===== config.mk =====
export PLATFORM = sky130hd
export DESIGN_NAME = calendar_advance_ctrl
export DESIGN_NICKNAME = d
export VERILOG_FILES = /design/src/rtl/cal_pkg.sv /design/src/rtl/bcd_leap_check.sv /design/src/rtl/calendar_advance_ctrl.sv
export SDC_FILE = /design/constraint.sdc
export NUM_CORES = 1
export LEC_CHECK = 0
export CORE_ASPECT_RATIO = 0.75
export CORE_UTILIZATION = 40
export CTS_BUF_LIST = sky130_fd_sc_hd__clkbuf_2 sky130_fd_sc_hd__clkbuf_4 sky130_fd_sc_hd__clkbuf_8
export DETAILED_ROUTE_END_ITERATION = 8
export GPL_TIMING_DRIVEN = 0
export PLACE_DENSITY = 0.61
export RECOVER_POWER = 100
export REMOVE_ABC_BUFFERS = 1
export SETUP_SLACK_MARGIN = 0.5
export SYNTH_ARGS = -nofsm -noshare
export SYNTH_HDL_FRONTEND = slang
export SYNTH_SLANG_ARGS = --single-unit

===== constraint.sdc =====
create_clock -name clk -period 5.5 [get_ports clk]
set_input_delay 1.375 -clock clk [delete_from_list [all_inputs] [get_ports clk]]
set_output_delay 1.375 -clock clk [all_outputs]
set_load 0.01 [all_outputs]

===== src/rtl/cal_pkg.sv =====
// Shared types, BCD month constants and BCD helper functions for the calendar sequencer.
`default_nettype none

package cal_pkg;

  typedef enum logic [0:0] {IDLE = 1'b0, EVAL = 1'b1} state_e;
  typedef enum logic [0:0] {OP_TICK = 1'b0, OP_LOAD = 1'b1} op_e;

  localparam logic [7:0] M_JAN = 8'h01;
  localparam logic [7:0] M_FEB = 8'h02;
  localparam logic [7:0] M_MAR = 8'h03;
  localparam logic [7:0] M_APR = 8'h04;
  localparam logic [7:0] M_MAY = 8'h05;
  localparam logic [7:0] M_JUN = 8'h06;
  localparam logic [7:0] M_JUL = 8'h07;
  localparam logic [7:0] M_AUG = 8'h08;
  localparam logic [7:0] M_SEP = 8'h09;
  localparam logic [7:0] M_OCT = 8'h10;
  localparam logic [7:0] M_NOV = 8'h11;
  localparam logic [7:0] M_DEC = 8'h12;

  function automatic logic [7:0] days_in_month(input logic [7:0] month, input logic leap);
    logic [7:0] d;
    case (month)
      M_JAN, M_MAR, M_MAY, M_JUL, M_AUG, M_OCT, M_DEC: d = 8'h31;
      M_APR, M_JUN, M_SEP, M_NOV:                      d = 8'h30;
      M_FEB:                                           d = leap ? 8'h29 : 8'h28;
      default:                                         d = 8'h00;
    endcase
    return d;
  endfunction

  // Two-digit BCD increment, 99 wraps to 00.
  function automatic logic [7:0] bcd_inc8(input logic [7:0] v);
    logic [7:0] r;
    if (v[3:0] >= 4'd9) begin
      r[3:0] = 4'd0;
      r[7:4] = (v[7:4] >= 4'd9) ? 4'd0 : v[7:4] + 4'd1;
    end else begin
      r[3:0] = v[3:0] + 4'd1;
      r[7:4] = v[7:4];
    end
    return r;
  endfunction

  function automatic logic bcd_valid8(input logic [7:0] v);
    return (v[7:4] <= 4'd9) && (v[3:0] <= 4'd9);
  endfunction

endpackage

`default_nettype wire


===== src/rtl/bcd_leap_check.sv =====
// Leap qualification of a two-digit BCD year: divisible by 4 without binary conversion.
`default_nettype none

module bcd_leap_check (
  input  logic [7:0] bcd_i,
  output logic       leap_o
);

  logic [3:0] ones;
  logic       tens_odd;

  assign ones     = bcd_i[3:0];
  assign tens_odd = bcd_i[4];

  // 10*t + o is a multiple of 4 iff o%4==0 for even t, or o%4==2 for odd t.
  assign leap_o = tens_odd ? ((ones == 4'd2) || (ones == 4'd6))
                           : ((ones == 4'd0) || (ones == 4'd4) || (ones == 4'd8));

endmodule

`default_nettype wire


===== src/rtl/calendar_advance_ctrl.sv =====
// BCD date sequencer: advances day/month/year on day_tick and arbitrates validated host loads.
`default_nettype none

module calendar_advance_ctrl
  import cal_pkg::*;
#(
  parameter logic [7:0] RESET_DAY   = 8'h01,
  parameter logic [7:0] RESET_MONTH = 8'h01,
  parameter logic [7:0] RESET_YEAR  = 8'h00
) (
  input  logic       clk,
  input  logic       rst_n,
  input  logic       day_tick,
  input  logic       load_valid,
  input  logic [7:0] load_day,
  input  logic [7:0] load_month,
  input  logic [7:0] load_year,
  output logic       load_ready,
  output logic       load_err,
  output logic       busy,
  output logic       done,
  output logic       tick_missed,
  output logic [7:0] day,
  output logic [7:0] month,
  output logic [7:0] year,
  output logic       leap_year
);

  state_e     state_q, state_d;
  op_e        op_q, op_d;
  logic [7:0] ld_day_q, ld_day_d;
  logic [7:0] ld_month_q, ld_month_d;
  logic [7:0] ld_year_q, ld_year_d;
  logic [7:0] day_q, day_d;
  logic [7:0] month_q, month_d;
  logic [7:0] year_q, year_d;
  logic       done_q, done_d;
  logic       load_err_q, load_err_d;
  logic       tick_missed_q, tick_missed_d;

  logic       leap_cur;
  logic       leap_ld;
  logic [7:0] mlen_cur;
  logic [7:0] mlen_ld;
  logic [7:0] tick_day, tick_month, tick_year;
  logic       ld_ok;

  bcd_leap_check u_leap_cur (
    .bcd_i  (year_q),
    .leap_o (leap_cur)
  );

  bcd_leap_check u_leap_ld (
    .bcd_i  (ld_year_q),
    .leap_o (leap_ld)
  );

  assign mlen_cur = days_in_month(month_q, leap_cur);
  assign mlen_ld  = days_in_month(ld_month_q, leap_ld);

  // Valid BCD digits compare correctly as plain hex values.
  always_comb begin
    tick_day   = bcd_inc8(day_q);
    tick_month = month_q;
    tick_year  = year_q;
    if (day_q >= mlen_cur) begin
      tick_day = 8'h01;
      if (month_q < M_DEC) begin
        tick_month = bcd_inc8(month_q);
      end else begin
        tick_month = M_JAN;
        tick_year  = bcd_inc8(year_q);
      end
    end
  end

  assign ld_ok = bcd_valid8(ld_day_q) && bcd_valid8(ld_month_q) && bcd_valid8(ld_year_q)
              && (ld_month_q >= M_JAN) && (ld_month_q <= M_DEC)
              && (ld_day_q >= 8'h01) && (ld_day_q <= mlen_ld);

  always_comb begin
    state_d       = state_q;
    op_d          = op_q;
    ld_day_d      = ld_day_q;
    ld_month_d    = ld_month_q;
    ld_year_d     = ld_year_q;
    day_d         = day_q;
    month_d       = month_q;
    year_d        = year_q;
    done_d        = 1'b0;
    load_err_d    = 1'b0;
    tick_missed_d = 1'b0;
    case (state_q)
      IDLE: begin
        if (load_valid) begin
          ld_day_d      = load_day;
          ld_month_d    = load_month;
          ld_year_d     = load_year;
          op_d          = OP_LOAD;
          state_d       = EVAL;
          tick_missed_d = day_tick;
        end else if (day_tick) begin
          op_d    = OP_TICK;
          state_d = EVAL;
        end
      end
      EVAL: begin
        state_d       = IDLE;
        tick_missed_d = day_tick;
        if (op_q == OP_LOAD) begin
          if (ld_ok) begin
            day_d   = ld_day_q;
            month_d = ld_month_q;
            year_d  = ld_year_q;
            done_d  = 1'b1;
          end else begin
            load_err_d = 1'b1;
          end
        end else begin
          day_d   = tick_day;
          month_d = tick_month;
          year_d  = tick_year;
          done_d  = 1'b1;
        end
      end
      default: state_d = IDLE;
    endcase
  end

  always_ff @(posedge clk or negedge rst_n) begin
    if (!rst_n) begin
      state_q       <= IDLE;
      op_q          <= OP_TICK;
      ld_day_q      <= 8'h00;
      ld_month_q    <= 8'h00;
      ld_year_q     <= 8'h00;
      day_q         <= RESET_DAY;
      month_q       <= RESET_MONTH;
      year_q        <= RESET_YEAR;
      done_q        <= 1'b0;
      load_err_q    <= 1'b0;
      tick_missed_q <= 1'b0;
    end else begin
      state_q       <= state_d;
      op_q          <= op_d;
      ld_day_q      <= ld_day_d;
      ld_month_q    <= ld_month_d;
      ld_year_q     <= ld_year_d;
      day_q         <= day_d;
      month_q       <= month_d;
      year_q        <= year_d;
      done_q        <= done_d;
      load_err_q    <= load_err_d;
      tick_missed_q <= tick_missed_d;
    end
  end

  assign load_ready  = (state_q == IDLE);
  assign busy        = (state_q == EVAL);
  assign done        = done_q;
  assign load_err    = load_err_q;
  assign tick_missed = tick_missed_q;
  assign day         = day_q;
  assign month       = month_q;
  assign year        = year_q;
  assign leap_year   = leap_cur;

endmodule

`default_nettype wire


### Word-level counts from Yosys, hierarchy flattened

Cells that the tools add are included.

* bits in latches: 0
* bits of input ports: 28
* register bits: 53
* bits in writable memories: 0
* memories: 0
* bits in read-only memories: 0

* bitwise gates (word level): 1
* div/mod/pow operators: 0
* shift-type cells: 0
* magnitude comparators: 18
* $add $sub $neg: 6
* reductions and logical operators: 33
* multipliers: 0
* equality and inequality tests: 35
* mux-type cells: 36

Operators with widths (number)
* $mux 8: 14
* $eq 8x3->1 const B: 8
* $eq 8x5->1 const B: 6
* $pmux 6 s3: 2
* $eq 8x2->1 const B: 4
* $eq 8x4->1 const B: 4
* $add 4x1->4 const B: 6
* $ge 4x4->1 const B: 6
* $le 4x4->1 const B: 6
* $eq 4x3->1 const B: 4
* $eq 8x1->1 const B: 2
* $ge 8x1->1 const B: 2
* $mux 1: 15
* $reduce_or 7->1: 2
* $mux 4: 3
* $logic_and 1x1->1: 9
* $eq 4x2->1 const B: 2
* $eq 4x4->1 const B: 2
* $ge 8x8->1: 1
* $le 8x5->1 const B: 1
* $le 8x8->1: 1
* $logic_not 4->1: 2
* $lt 8x5->1 const B: 1
* $reduce_and 4->1: 2
* 12 further kinds: 24

### Depth between registers and ports, before layout

Gate-level depths: netlist of run 1.

* depth after elaboration: 11
* gate-level depth with buffers: 15
* mapped depth without buffers: 14

### Cells and area by module

From an unflattened synthesis of run 1, not the netlist that was laid out.

* cell total of the unflattened synthesis: 334
* area, all modules: 3339.5 µm²

Modules (own cells, without submodules)
* calendar_advance_ctrl: area an instance 3289.4 µm², seq. area each 1328.8 µm², times used 1, cells each 328
* bcd_leap_check: area an instance 25.0 µm², seq. area each 0.0 µm², times used 2, cells each 3

### Least setup slack after synthesis of run 1

No wires, ideal clock.

* path type: flip-flop to flip-flop
* start point: register year_q[0] (netlist: year[0])
* end point: register day_q[1] (netlist: day[1])
* library setup time: 83 ps
* arrival: 2996 ps
* path slack: 2422 ps
* buffers on the path: 1
* cell stages (with the launch flop): 15
* required time: 5417 ps
* clock period less this slack: 3078 ps
* cell sequence: dfrtp_1 -> inv_1 -> ha_1 -> nand2_1 -> o21ai_0 -> nand2b_1 -> o211ai_1 -> ha_1 -> or4b_1 -> a21oi_1 -> o211ai_1 -> buf_2 -> nand2b_4 -> o2bb2a_1 -> o21ai_0

* longest elaborated chain between the ends: 9

RTL lines
* start, declared: line calendar_advance_ctrl.sv:36 `logic [7:0] year_q, year_d;`
* start signal, assigned: line calendar_advance_ctrl.sv:151 `year_q <= year_d;`
* $eq 4x3->1 / $logic_not 4->1 (equally long branches): line bcd_leap_check.sv:17 `: ((ones == 4'd0) || (ones == 4'd4) || (ones == 4'd8));`
* $logic_or 1x1->1 (2 in a row): line bcd_leap_check.sv:17
* $mux 1 (*): line bcd_leap_check.sv:16 `assign leap_o = tens_odd ? ((ones == 4'd2) || (ones == 4'd6))`
* via leap_year: line calendar_advance_ctrl.sv:26 `output logic leap_year`
* $mux 1 (*): line cal_pkg.sv:27 `M_FEB: d = leap ? 8'h29 : 8'h28;`
* $pmux 6 s3 (*): line cal_pkg.sv:24 `case (month)`
* $ge 8x8->1 (*): line calendar_advance_ctrl.sv:66 `if (day_q >= mlen_cur) begin`
* $mux 8 (*): line calendar_advance_ctrl.sv:66
* $mux 8 (*): line calendar_advance_ctrl.sv:110 `if (op_q == OP_LOAD) begin`
* end signal, assigned: line calendar_advance_ctrl.sv:149 `day_q <= day_d;`
* end, declared: line calendar_advance_ctrl.sv:34 `logic [7:0] day_q, day_d;`

The timed path passes the listed nets; every way through them passes the cells marked *.
A chain may end at the register's enable or synchronous reset.

### Worst setup path in the final report of run 1

* start point: register ld_month_q[2]
* end point: register month_q[0] (netlist: month[0])

* longest elaborated chain between the ends: 10

RTL lines
* start, declared: line calendar_advance_ctrl.sv:32 `logic [7:0] ld_month_q, ld_month_d;`
* start signal, assigned: line calendar_advance_ctrl.sv:147 `ld_month_q <= ld_month_d;`
* parallel branches: the longest is 7 deep, another holds $le 8x8->1
* $logic_and 1x1->1 (*): line calendar_advance_ctrl.sv:79 `&& (ld_day_q >= 8'h01) && (ld_day_q <= mlen_ld);`
* $ne 2x1->1 (no line) (*)
* $reduce_and 3->1 (no line) (*)
* end signal, assigned: line calendar_advance_ctrl.sv:150 `month_q <= month_d;`
* end, declared: line calendar_advance_ctrl.sv:35 `logic [7:0] month_q, month_d;`

Mark *: on every way between the ends.

==> results.md, run 1 <==
- CTS Buffer Depth: 2
- Sequential share of the synthesized area: 40.5%
- Clk_skew: 11.9 ps
- Top FF cell, synth: dfrtp_1
- Rel. slew slack: 1.91%
- Post-Syn Area per Cell: 10.0 sq um
- First-pass GRT wire length: 12500 um
- Final Max Tran Viols: 0
- Critical path arrival: 4610 ps
- Critical Path Max Stage Delay: 750 ps
- Clk_lat worst skew: 300 ps
- Comb pwr share: 46.4%
- Worst-path cell chain: nor3_1 > mux2i_1 > nor2_1 > a21oi_1 > o32ai_1 > ha_1 > nor4bb_1 > mux2_2 > o21a_1 > a21oi_1 > inv_1 > nand2_1 > mux2_2
- Clk slew on worst S/H paths: 100 ps
- # rows: 28
- Die height: 80.4 um
- Post-route DRC: 0
- Final wirelength: 7640 um
- Async SR Flop Fraction: 100%
- Layout area overhead: 22.8%
- Buf/Inv on CP: 1
- Overflow after GRT: 0
- Yosys reg bits: 53
- Placed cell area: 3950 sq um
- Antenna violations before repair: 0
- Fin area: 4030 sq um
- Layout Cells excl Fill: 487
- Total internal power: 1.06 mW
- Status: finished, final reports clean
- Die width: 107 um
- DRT iter0 DRCs: 135
- MaxCap Viol Count: 0
- Drt first pass iters: 4
- Antenna fix cells: 0
- Largest net degree at the start of global routing: 32
- Mapped Cells: 328
- CORE AREA: 7920 sq um
- Tot GR Track Use: 18.6%
- Routed WL per cell: 15.7 um
- PwrDens: 449 nW/um^2
- Critical Path Start Type: flop
- Hold_buf cts: 0
- Dpl hpwl: 5740 um
- WP data required: 5750 ps
- Total CTS buffers: 5
- Family with the most delay on the worst path: compound AO/OA/AOI/OAI gates
- Maximum clock rate: 229 MHz
- Fillers: 760
- Leakage: 1.80 nW
- CTS root buffer: clkbuf_8
- Final core occ: 50.9%
- EDFF count, synth: 0
- Slowest cell on the critical path: a21oi_1
- Worst min path class: flop to flop
- Mapped Area: 3280 sq um
- CP Class: flop to flop
- Port Buffers: 57
- Initial Utilization: 41.4%
- RSZ-0062 raised after global routing: no
- Final Hold Viols: 0
- CTS resizes: 0
- Routability cong.: 0.839
- Synthesis warning total: 0
- Nets: 438
- H-tree depth: 2
- Number of global-route vias before repair: 2473
- Share of cells above drive strength 1: 8.90%
- Top Ports: 58
- Sw Pwr: 0.748 mW
- CTS tree: built
- Full die area: 8570 sq um
- Final min period: 4360 ps
- Routed vias/inst: 5.44
- Via count: 2647
- Setup TNS Final: 0 ps
- Seq pwr share: 38.1%
- Max VDD drop: 229 uV
- Distinct cells, synth: 57
- DP Cell Count: 479
- Setup violations, final: 0
- Sw frac: 41.4%
- Post-route ant nets: 0
- Post-CTS Setup Bufs: 0
- Worst-Margin Slew: 1470 ps
- Clock power frac: 15.4%
- Design Power: 1.81 mW
- Fin crit share: 79.4%
- Worst Setup End Kind: flop
- Crit path max fanout: 12
- CTS sink count: 53
==> placed cells by master (no fill, tap or decap), types with 4 or more instances in the layout <==
master,synthesis,final
dfrtp_1,51,51
ha_1,29,29
dlygate4sd3_1,0,29
clkdlybuf4s50_1,0,27
inv_1,26,26
nand2_1,25,25
mux2_2,24,24
o21ai_0,20,21
a21oi_1,16,17
nor2_1,15,15
nand3_1,9,9
mux2i_1,8,8
nor3_1,7,7
o31ai_1,6,6
a22oi_1,6,6
clkbuf_8,0,6
nand2b_1,3,4
and2_1,5,4
o2bb2ai_1,4,4
==> Yosys cell counts, types with 4 or more instances <==
cell        n  area share [%]
a21oi_1    16             2.4
a22oi_1     6             1.4
and2_1      5            0.95
clkbuf_1    7            0.80
dfrtp_1    51              39
ha_1       29              11
inv_1      26             3.0
mux2_2     24             8.2
mux2i_1     8             2.4
nand2_1    25             2.9
nand3_1     9             1.4
nor2_1     15             1.7
nor3_1      7             1.1
o21ai_0    20             3.1
o2bb2ai_1   4             1.1
o31ai_1     6             1.4
==> flip-flops by register name, indices dropped and copies added, names as in the netlist <==
register	cells
month	8
done	1
tick_missed	1
ld_year_q	8
ld_day_q	8
busy	1
ld_month_q	8
year	8
load_err	1
day	8
op_q	1
==> worst register-to-register path, cell delays in order (launching register included) <==
cell and delay (ps):
dfrtp_1 510, nor3_1 510, mux2i_1 150, nor2_1 120, a21oi_1 50, o32ai_1 190, ha_1 290, nor4bb_1 120
mux2_2 280, o21a_1 160, a21oi_1 750, inv_1 450, nand2_1 360, mux2_2 370
==> power groups by stage <==
stage	Combinational [mW]	Sequential, mW	Clock [mW]
floorplan	0.523	0.684	0
global placement	0.859	0.701	0
detailed placement	0.882	0.701	0
CTS	0.888	0.694	0.287
global route	0.939	0.719	0.303
finish	0.839	0.690	0.279
==> cell families (layout without fill, tap and decap cells) <==
group | Yosys count | after routing | synth area share, %
AND/OR/NAND/NOR | 90 | 90 | 14.7
flip-flops | 53 | 53 | 40.5
AO/OA/AOI/OAI | 85 | 85 | 18.2
buffers and inverters | 39 | 93 | 4.81
multiplexers | 32 | 32 | 10.7
adder cells (fa/ha/maj) | 29 | 29 | 11.1
==> metrics by stage <==
stage | setup WS [ps] | hold WS [ps]
4_1_cts | 1510 | 546
3_5_place_dp | 1520 | 521
6_report | 1140 | 535
2_1_floorplan | 2210 | 497
5_1_grt | 824 | 576
3_3_place_gp | 1270 | 511
==> per-layer routing <==
layer	share of wire (%)	up-vias	GRT usage, %
li1	-	1291	-
met5	0	-	0
met3	4.0	2	3.57
met1	52	1298	27.6
met4	0.21	0	3.01
met2	44	56	28.4
==> area by class of cell <==
cell class | count | area (sq um) | share of cell area, %
Clock buffer | 6 | 82.6 | 2.05
Clock inverter | 2 | 37.5 | 0.932
Inverter | 26 | 97.6 | 2.42
Multi-Input combinational cell | 236 | 1780 | 44.1
Sequential cell | 53 | 1330 | 33.0
Tap cell | 105 | 131 | 3.26
Timing Repair Buffer | 59 | 572 | 14.2
==> worst paths after layout <==
kind / from / endpoint / slack [ps] / depth (start not counted)
worst max-delay path: ld_month_q[2]$_DFFE_PN0P_ / month[0]$_DFFE_PN1P_ / 1140 / 13
worst min-delay path: month[7]$_DFFE_PN0P_ / month[7]$_DFFE_PN0P_ / 530 / 1
worst max register to register: ld_month_q[2]$_DFFE_PN0P_ / month[0]$_DFFE_PN1P_ / 1140 / 13
worst min register to register: month[7]$_DFFE_PN0P_ / month[7]$_DFFE_PN0P_ / 530 / 1
max in group asynchronous: rst_n / ld_year_q[7]$_DFFE_PN0P_ / 2120 / 2
min in group asynchronous: rst_n / day[5]$_DFFE_PN0P_ / 1410 / 1
Power figures use the tool's default switching activity.
==> run 2, diff against run 1 <==
--- a/config.mk
+++ b/config.mk
@@ -10,7 +10,7 @@
 export CTS_BUF_LIST = sky130_fd_sc_hd__clkbuf_2 sky130_fd_sc_hd__clkbuf_4 sky130_fd_sc_hd__clkbuf_8
 export DETAILED_ROUTE_END_ITERATION = 8
 export GPL_TIMING_DRIVEN = 0
-export PLACE_DENSITY = 0.61
+export PLACE_DENSITY = 0.64
 export RECOVER_POWER = 100
 export REMOVE_ABC_BUFFERS = 1
 export SETUP_SLACK_MARGIN = 0.5
==> constraint.sdc (replaced) <==
create_clock -name clk -period 4 [get_ports clk]
set_input_delay 1 -clock clk [delete_from_list [all_inputs] [get_ports clk]]
set_output_delay 1 -clock clk [all_outputs]
set_load 0.01 [all_outputs]
==> run 2 against run 1 <==
The run now ends with capacitance limit, slew limit left; final area increased by 2.8%; worst hold slack better by 9.4 ps; cell count increased by 1.8%; sequential power up 38%; global-route usage grew 0.83 points; clock power rose by 39%; maximum frequency up 22%; utilization increased by 1.4 points; largest cell class unchanged; highest routed layer unchanged.
==> results.md, run 2 (synthesized netlist as in run 1, its figures left out) <==
- Most frequent CP cell: ha_1
- Nets: 447 (+2.1%)
- Drt first pass iters: 4 (unchanged)
- Routed vias/inst: 5.56 (+2.4%)
- Setup violations, final: 0 (unchanged)
- Largest net degree at the start of global routing: 36 (+13%)
- Tot GR Track Use: 19.4% (+0.83 points)
- Worst min path class: flop to flop
- # rows: 28 (unchanged)
- Status: finished, violations left
- Worst-path cell chain: inv_1 > ha_1 > nor2_1 > o21ai_0 > and3_1 > o32a_1 > o22ai_1 > and2_0 > ha_1 > nand2_1 > o211ai_1 > buf_4 > nor3b_1 > o22a_1
- Top Ports: 58 (unchanged)
- CTS root buffer: clkbuf_8
- Family with the most delay on the worst path: compound AO/OA/AOI/OAI gates
- Number of global-route vias before repair: 2629 (+6.3%)
- Most frequent cells in the layout: dfrtp_1, dlygate4sd3_1, ha_1
- Top Layer Used: met4
- Overflow after GRT: 0 (unchanged)
- Clk_skew: 11.0 ps (-0.868 ps)
- Full die area: 8570 sq um (unchanged)
- Fin crit share: 89.4% (+10 points)
- Post-place setup slack: -19.5 ps (-1540 ps)
- Most common cell after layout, fill and taps aside: dfrtp_1
- Maximum clock rate: 280 MHz (+22%)
- Critical Path Max Stage Delay: 600 ps (-150 ps)
- Final wirelength: 8000 um (+4.6%)
- Initial Utilization: 41.4% (unchanged)
- Routability cong.: 0.936 (+11%)
- Failing checks: capacitance limit, slew limit
- Rel. slew slack: -23.3% (-25 points)
- MaxCap Viol Count: 1 (+1)
- Buf/Inv on CP: 2 (+1)
- Final Hold Viols: 0 (unchanged)
- Layout area overhead: 26.2%
- RSZ-0062 raised after global routing: no
- Critical Path Start Type: flop
- Worst Setup End Kind: flop
- WL met3: 422 um (+40%)
- Clk slew on worst S/H paths: 100 ps (about the same)
- CTS tree: built
- Total CTS buffers: 5 (unchanged)
- Final Max Tran Viols: 36 (+36)
- CORE AREA: 7920 sq um (unchanged)
- Final min period: 3570 ps (-791 ps)
- CTS Buffer Depth: 2 (unchanged)
- Antenna violations before repair: 0 (unchanged)
- First-pass GRT wire length: 13000 um (+3.8%)
- Routed WL per cell: 16.1 um (+2.7%)
- Dpl hpwl: 5850 um (+2.0%)
- PwrDens: 626 nW/um^2 (+39%)
- Critical path arrival: 3830 ps (-780 ps)
- Post-route DRC: 0 (unchanged)
- H-tree depth: 2 (unchanged)
- Die height: 80.4 um (unchanged)
- Crit path max fanout: 7 (-5)
- Clk_lat worst skew: 310 ps (about the same)
- Port Buffers: 57 (unchanged)
- CTS sink count: 53 (unchanged)
- M1 WL: 3930 um (-1.4%)
- Antenna fix cells: 0 (unchanged)
- Routed wl met2: 3570 um (+6.9%)
- Max VDD drop: 287 uV (+25%)
- Leakage: 1.83 nW (+1.8%)
- CP Class: flop to flop
- Worst-Margin Slew: 1850 ps (+378 ps)
- DRT iter0 DRCs: 114 (-16%)
- Final core occ: 52.3% (+1.4 points)
- WP data required: 4260 ps (-1490 ps)
- Slowest cell on the critical path: dfstp_1
- Via count: 2760 (+4.3%)
- Post-route ant nets: 0 (unchanged)
- Final worst slack: 426 ps (-709 ps)
- Die width: 107 um (unchanged)
- Share of cells above drive strength 1: 12.8% (+3.9 points)
==> run 2: layout make-up <==
cell class                 count  area [sq um]
tap                          105           131
inverter                      26          98.8
sequential                    53          1330
multi-input combinational    236          1830
clock buffer                   6          82.6
fill                         763          3780
timing repair buffer          68           632
clock inverter                 2          37.5
==> run 2: what timing repair did <==
| action | in CTS | in global routing |
|---|---|---|
| hold buffers | 0 | 0 |
| buffers inserted | 4 | 5 |
| pin swaps | 1 | 3 |
| setup endpoints to repair | 24 | 23 |
| resized for setup | 6 | 11 |
==> run 2: report_power, final <==
| group | switching (mW) | internal, mW | total, mW |
|---|---|---|---|
| Sequential | 0.260 | 0.695 | 0.955 |
| Clock | 0.185 | 0.204 | 0.388 |
| Combinational | 0.641 | 0.607 | 1.25 |
| Total | 1.09 | 1.51 | 2.59 |
==> run 2: final timing paths <==
path	to	from	slack, ps	cells past startpoint
setup / recovery	month[4]$_DFFE_PN0P_	month[0]$_DFFE_PN1P_	430	14
hold / removal	month[7]$_DFFE_PN0P_	month[7]$_DFFE_PN0P_	540	1
setup reg to reg	month[4]$_DFFE_PN0P_	month[0]$_DFFE_PN1P_	430	14
hold reg to reg	month[7]$_DFFE_PN0P_	month[7]$_DFFE_PN0P_	540	1
max in group asynchronous	ld_day_q[6]$_DFFE_PN0P_	rst_n	930	2
min in group asynchronous	month[1]$_DFFE_PN0P_	rst_n	830	1
==> run 2: stage by stage <==
| step | setup TNS (ps) | cells | area (sq um) | power, mW | hold WS, ps |
|---|---|---|---|---|---|
| after global routing | 0 | 496 | 4140 | 2.79 | 573 |
| final | 0 | 496 | 4140 | 2.59 | 544 |
| after detailed placement | -19.5 | 479 | 3950 | 2.19 | 515 |
| after CTS | 0 | 491 | 4130 | 2.62 | 554 |
| after floorplan | 0 | 315 | 3220 | 1.66 | 497 |
| after global placement | 0 | 477 | 3920 | 2.13 | 511 |
==> run 2: layer usage <==
metal | vias up | global-route usage, %
li1 | 1317 | -
met1 | 1350 | 28.2
met2 | 85 | 29.1
met3 | 8 | 3.81
met4 | 0 | 5.89
met5 | - | 0
==> run 3, diff against run 2 <==
--- a/config.mk
+++ b/config.mk
@@ -13,7 +13,6 @@
 export PLACE_DENSITY = 0.64
 export RECOVER_POWER = 100
 export REMOVE_ABC_BUFFERS = 1
-export SETUP_SLACK_MARGIN = 0.5
 export SYNTH_ARGS = -nofsm -noshare
 export SYNTH_HDL_FRONTEND = slang
 export SYNTH_SLANG_ARGS = --single-unit
==> run 3 against run 2 <==
The run still ends with capacitance limit, slew limit left; final area is 1.9% lower; total power is 2.0% lower; via count is 0.25% higher; critical path type unchanged; critical endpoint is now month[0]$_DFFE_PN1P_.
==> results.md, run 3 (synthesized netlist as in run 1, its figures left out) <==
- Post-route DRC: 0 (unchanged)
- Maximum clock rate: 270 MHz (-3.6%)
- Status: finished, violations left
- Full die area: 8570 sq um (unchanged)
- RSZ-0062 raised after global routing: no
- Setup violations, final: 0 (unchanged)
- Die height: 80.4 um (unchanged)
- Fin crit share: 92.7% (+3.3 points)
- Design Power: 2.54 mW (-2.0%)
- Share of cells above drive strength 1: 9.87% (-2.9 points)
- First-pass GRT wire length: 12900 um (-0.53%)
- Clock power frac: 15.3% (+0.3 points)
- Worst Setup End Kind: flop
- CTS root buffer: clkbuf_8
- Die width: 107 um (unchanged)
- Via count: 2767 (+0.25%)
- Fillers: 770 (+0.92%)
- CTS sink count: 53 (unchanged)
- Routed vias/inst: 5.65 (+1.5%)
- Post-route ant nets: 0 (unchanged)
- Final min period: 3710 ps (+133 ps)
- Critical path arrival: 3960 ps (+130 ps)
- Number of global-route vias before repair: 2623 (-0.23%)
- CORE AREA: 7920 sq um (unchanged)
- CTS tree: built
- Port Buffers: 57 (unchanged)
- Antenna violations before repair: 0 (unchanged)
- Final core occ: 51.3% (-1.0 points)
- Clk slew on worst S/H paths: 100 ps (about the same)
- WP data required: 4250 ps (about the same)
- Max VDD drop: 283 uV (-1.5%)
- CP Class: flop to flop
- Overflow after GRT: 0 (unchanged)
- Most common cell after layout, fill and taps aside: dfrtp_1
- Initial Utilization: 41.4% (unchanged)
- DRT iter0 DRCs: 129 (+13%)
- Top Ports: 58 (unchanged)
- Antenna fix cells: 0 (unchanged)
- Drt first pass iters: 4 (unchanged)
- # rows: 28 (unchanged)
- Largest net degree at the start of global routing: 36 (unchanged)
- Sw Pwr: 1.06 mW (-2.7%)
- Clk_skew: 10.4 ps (-0.627 ps)
- Layout area overhead: 23.8%
- Crit path max fanout: 12 (+5)
- Final wirelength: 7880 um (-1.5%)
- Failing checks: capacitance limit, slew limit
- Rel. slew slack: -22.3% (+0.98 points)
- Final Max Tran Viols: 36 (unchanged)
- CTS Buffer Depth: 2 (unchanged)
- Dpl hpwl: 5850 um (unchanged)
- Clk_lat worst skew: 310 ps (about the same)
- Seq pwr share: 37.5% (+0.6 points)
- Tot GR Track Use: 19.3% (-0.18 points)
- Leakage: 1.81 nW (-1.1%)
- MaxCap Viol Count: 1 (unchanged)
- Nets: 441 (-1.3%)
- Sw frac: 41.6% (-0.30 points)
- Hold_buf cts: 0 (unchanged)
- PwrDens: 625 nW/um^2 (-0.12%)
- Final Hold Viols: 0 (unchanged)
- Routed WL per cell: 16.1 um (-0.31%)
- Most frequent cells in the layout: dfrtp_1, dlygate4sd3_1, ha_1
- Worst-Margin Slew: 1840 ps (-14.7 ps)
- Worst min path class: flop to flop
- Routability cong.: 0.936 (unchanged)
- Critical Path Start Type: flop
- Comb pwr share: 47.2% (-0.9 points)
- H-tree depth: 2 (unchanged)
- Total internal power: 1.48 mW (-1.5%)
- Total CTS buffers: 5 (unchanged)
run 3: cell count changes in the layout (fill, tap and decap cells not counted), sizes merged:
cell / change
clkinvlp: -1
inv: +1
buf: -6
run 3: worst max-delay path, stage by stage (launching register included):
cell      delay [ps]
dfrtp_1          520
nor2_1           340
nand4_1          210
o32ai_1          370
ha_1             290
nor4bb_1         130
mux2_2           270
o21a_1           200
a21oi_4          360
inv_1            300
nand2_1          290
mux2_2           360
run 3: stage by stage:
stage	instances	TNS [ps]	hold WS, ps	cell area [sq um]	worst slack (ps)
2_1_floorplan	315	0	497	3220	714
3_3_place_gp	477	0	511	3920	45.7
3_5_place_dp	479	-19.5	515	3950	-19.5
4_1_cts	487	0	554	4080	81.0
5_1_grt	490	0	573	4060	54.6
6_report	490	0	544	4060	292
run 3: what timing repair did:
item / CTS / global route
buffers inserted: 0 / 3
pin swaps: 0 / 1
setup endpoints to repair: 1 / 13
resized for setup: 1 / 1
run 3: worst paths after layout:
| path | cells past startpoint | endpoint | slack (ps) | startpoint |
|---|---|---|---|---|
| max in group asynchronous | 2 | ld_day_q[6]$_DFFE_PN0P_ | 930 | rst_n |
| worst min register to register | 1 | month[7]$_DFFE_PN0P_ | 540 | month[7]$_DFFE_PN0P_ |
| worst min-delay path | 1 | month[7]$_DFFE_PN0P_ | 540 | month[7]$_DFFE_PN0P_ |
| worst max-delay path | 11 | month[0]$_DFFE_PN1P_ | 290 | ld_month_q[4]$_DFFE_PN0P_ |
| min in group asynchronous | 1 | month[1]$_DFFE_PN0P_ | 830 | rst_n |
| worst max register to register | 11 | month[0]$_DFFE_PN1P_ | 290 | ld_month_q[4]$_DFFE_PN0P_ |
run 3: final cells by class:
class	count	area, sq um	area share, %
Multi-Input combinational cell	236	1790	44.1
Sequential cell	53	1330	32.7
Timing Repair Buffer	62	591	14.5
Tap cell	105	131	3.23
Inverter	26	97.6	2.40
Clock buffer	6	82.6	2.03
Clock inverter	2	37.5	0.924
run 3: layer usage:
layer  vias to the layer above  wire [um]  share of wire (%)  GRT usage (%)
met4                         0        132                1.7           6.30
met5                         -          0                  0              0
met1                      1360       3960                 50           27.8
met2                        86       3410                 43           28.6
met3                        12        377                4.8           3.98
li1                       1309          -                  -              -
run 3: power by group through the flow:
stage               Sequential [mW]  Clock [mW]  Combinational (mW)
finish                        0.951       0.388                1.20
global route                  0.986       0.419                1.33
CTS                           0.957       0.398                1.23
detailed placement            0.965           0                1.22
global placement              0.960           0                1.17
floorplan                     0.940           0               0.719
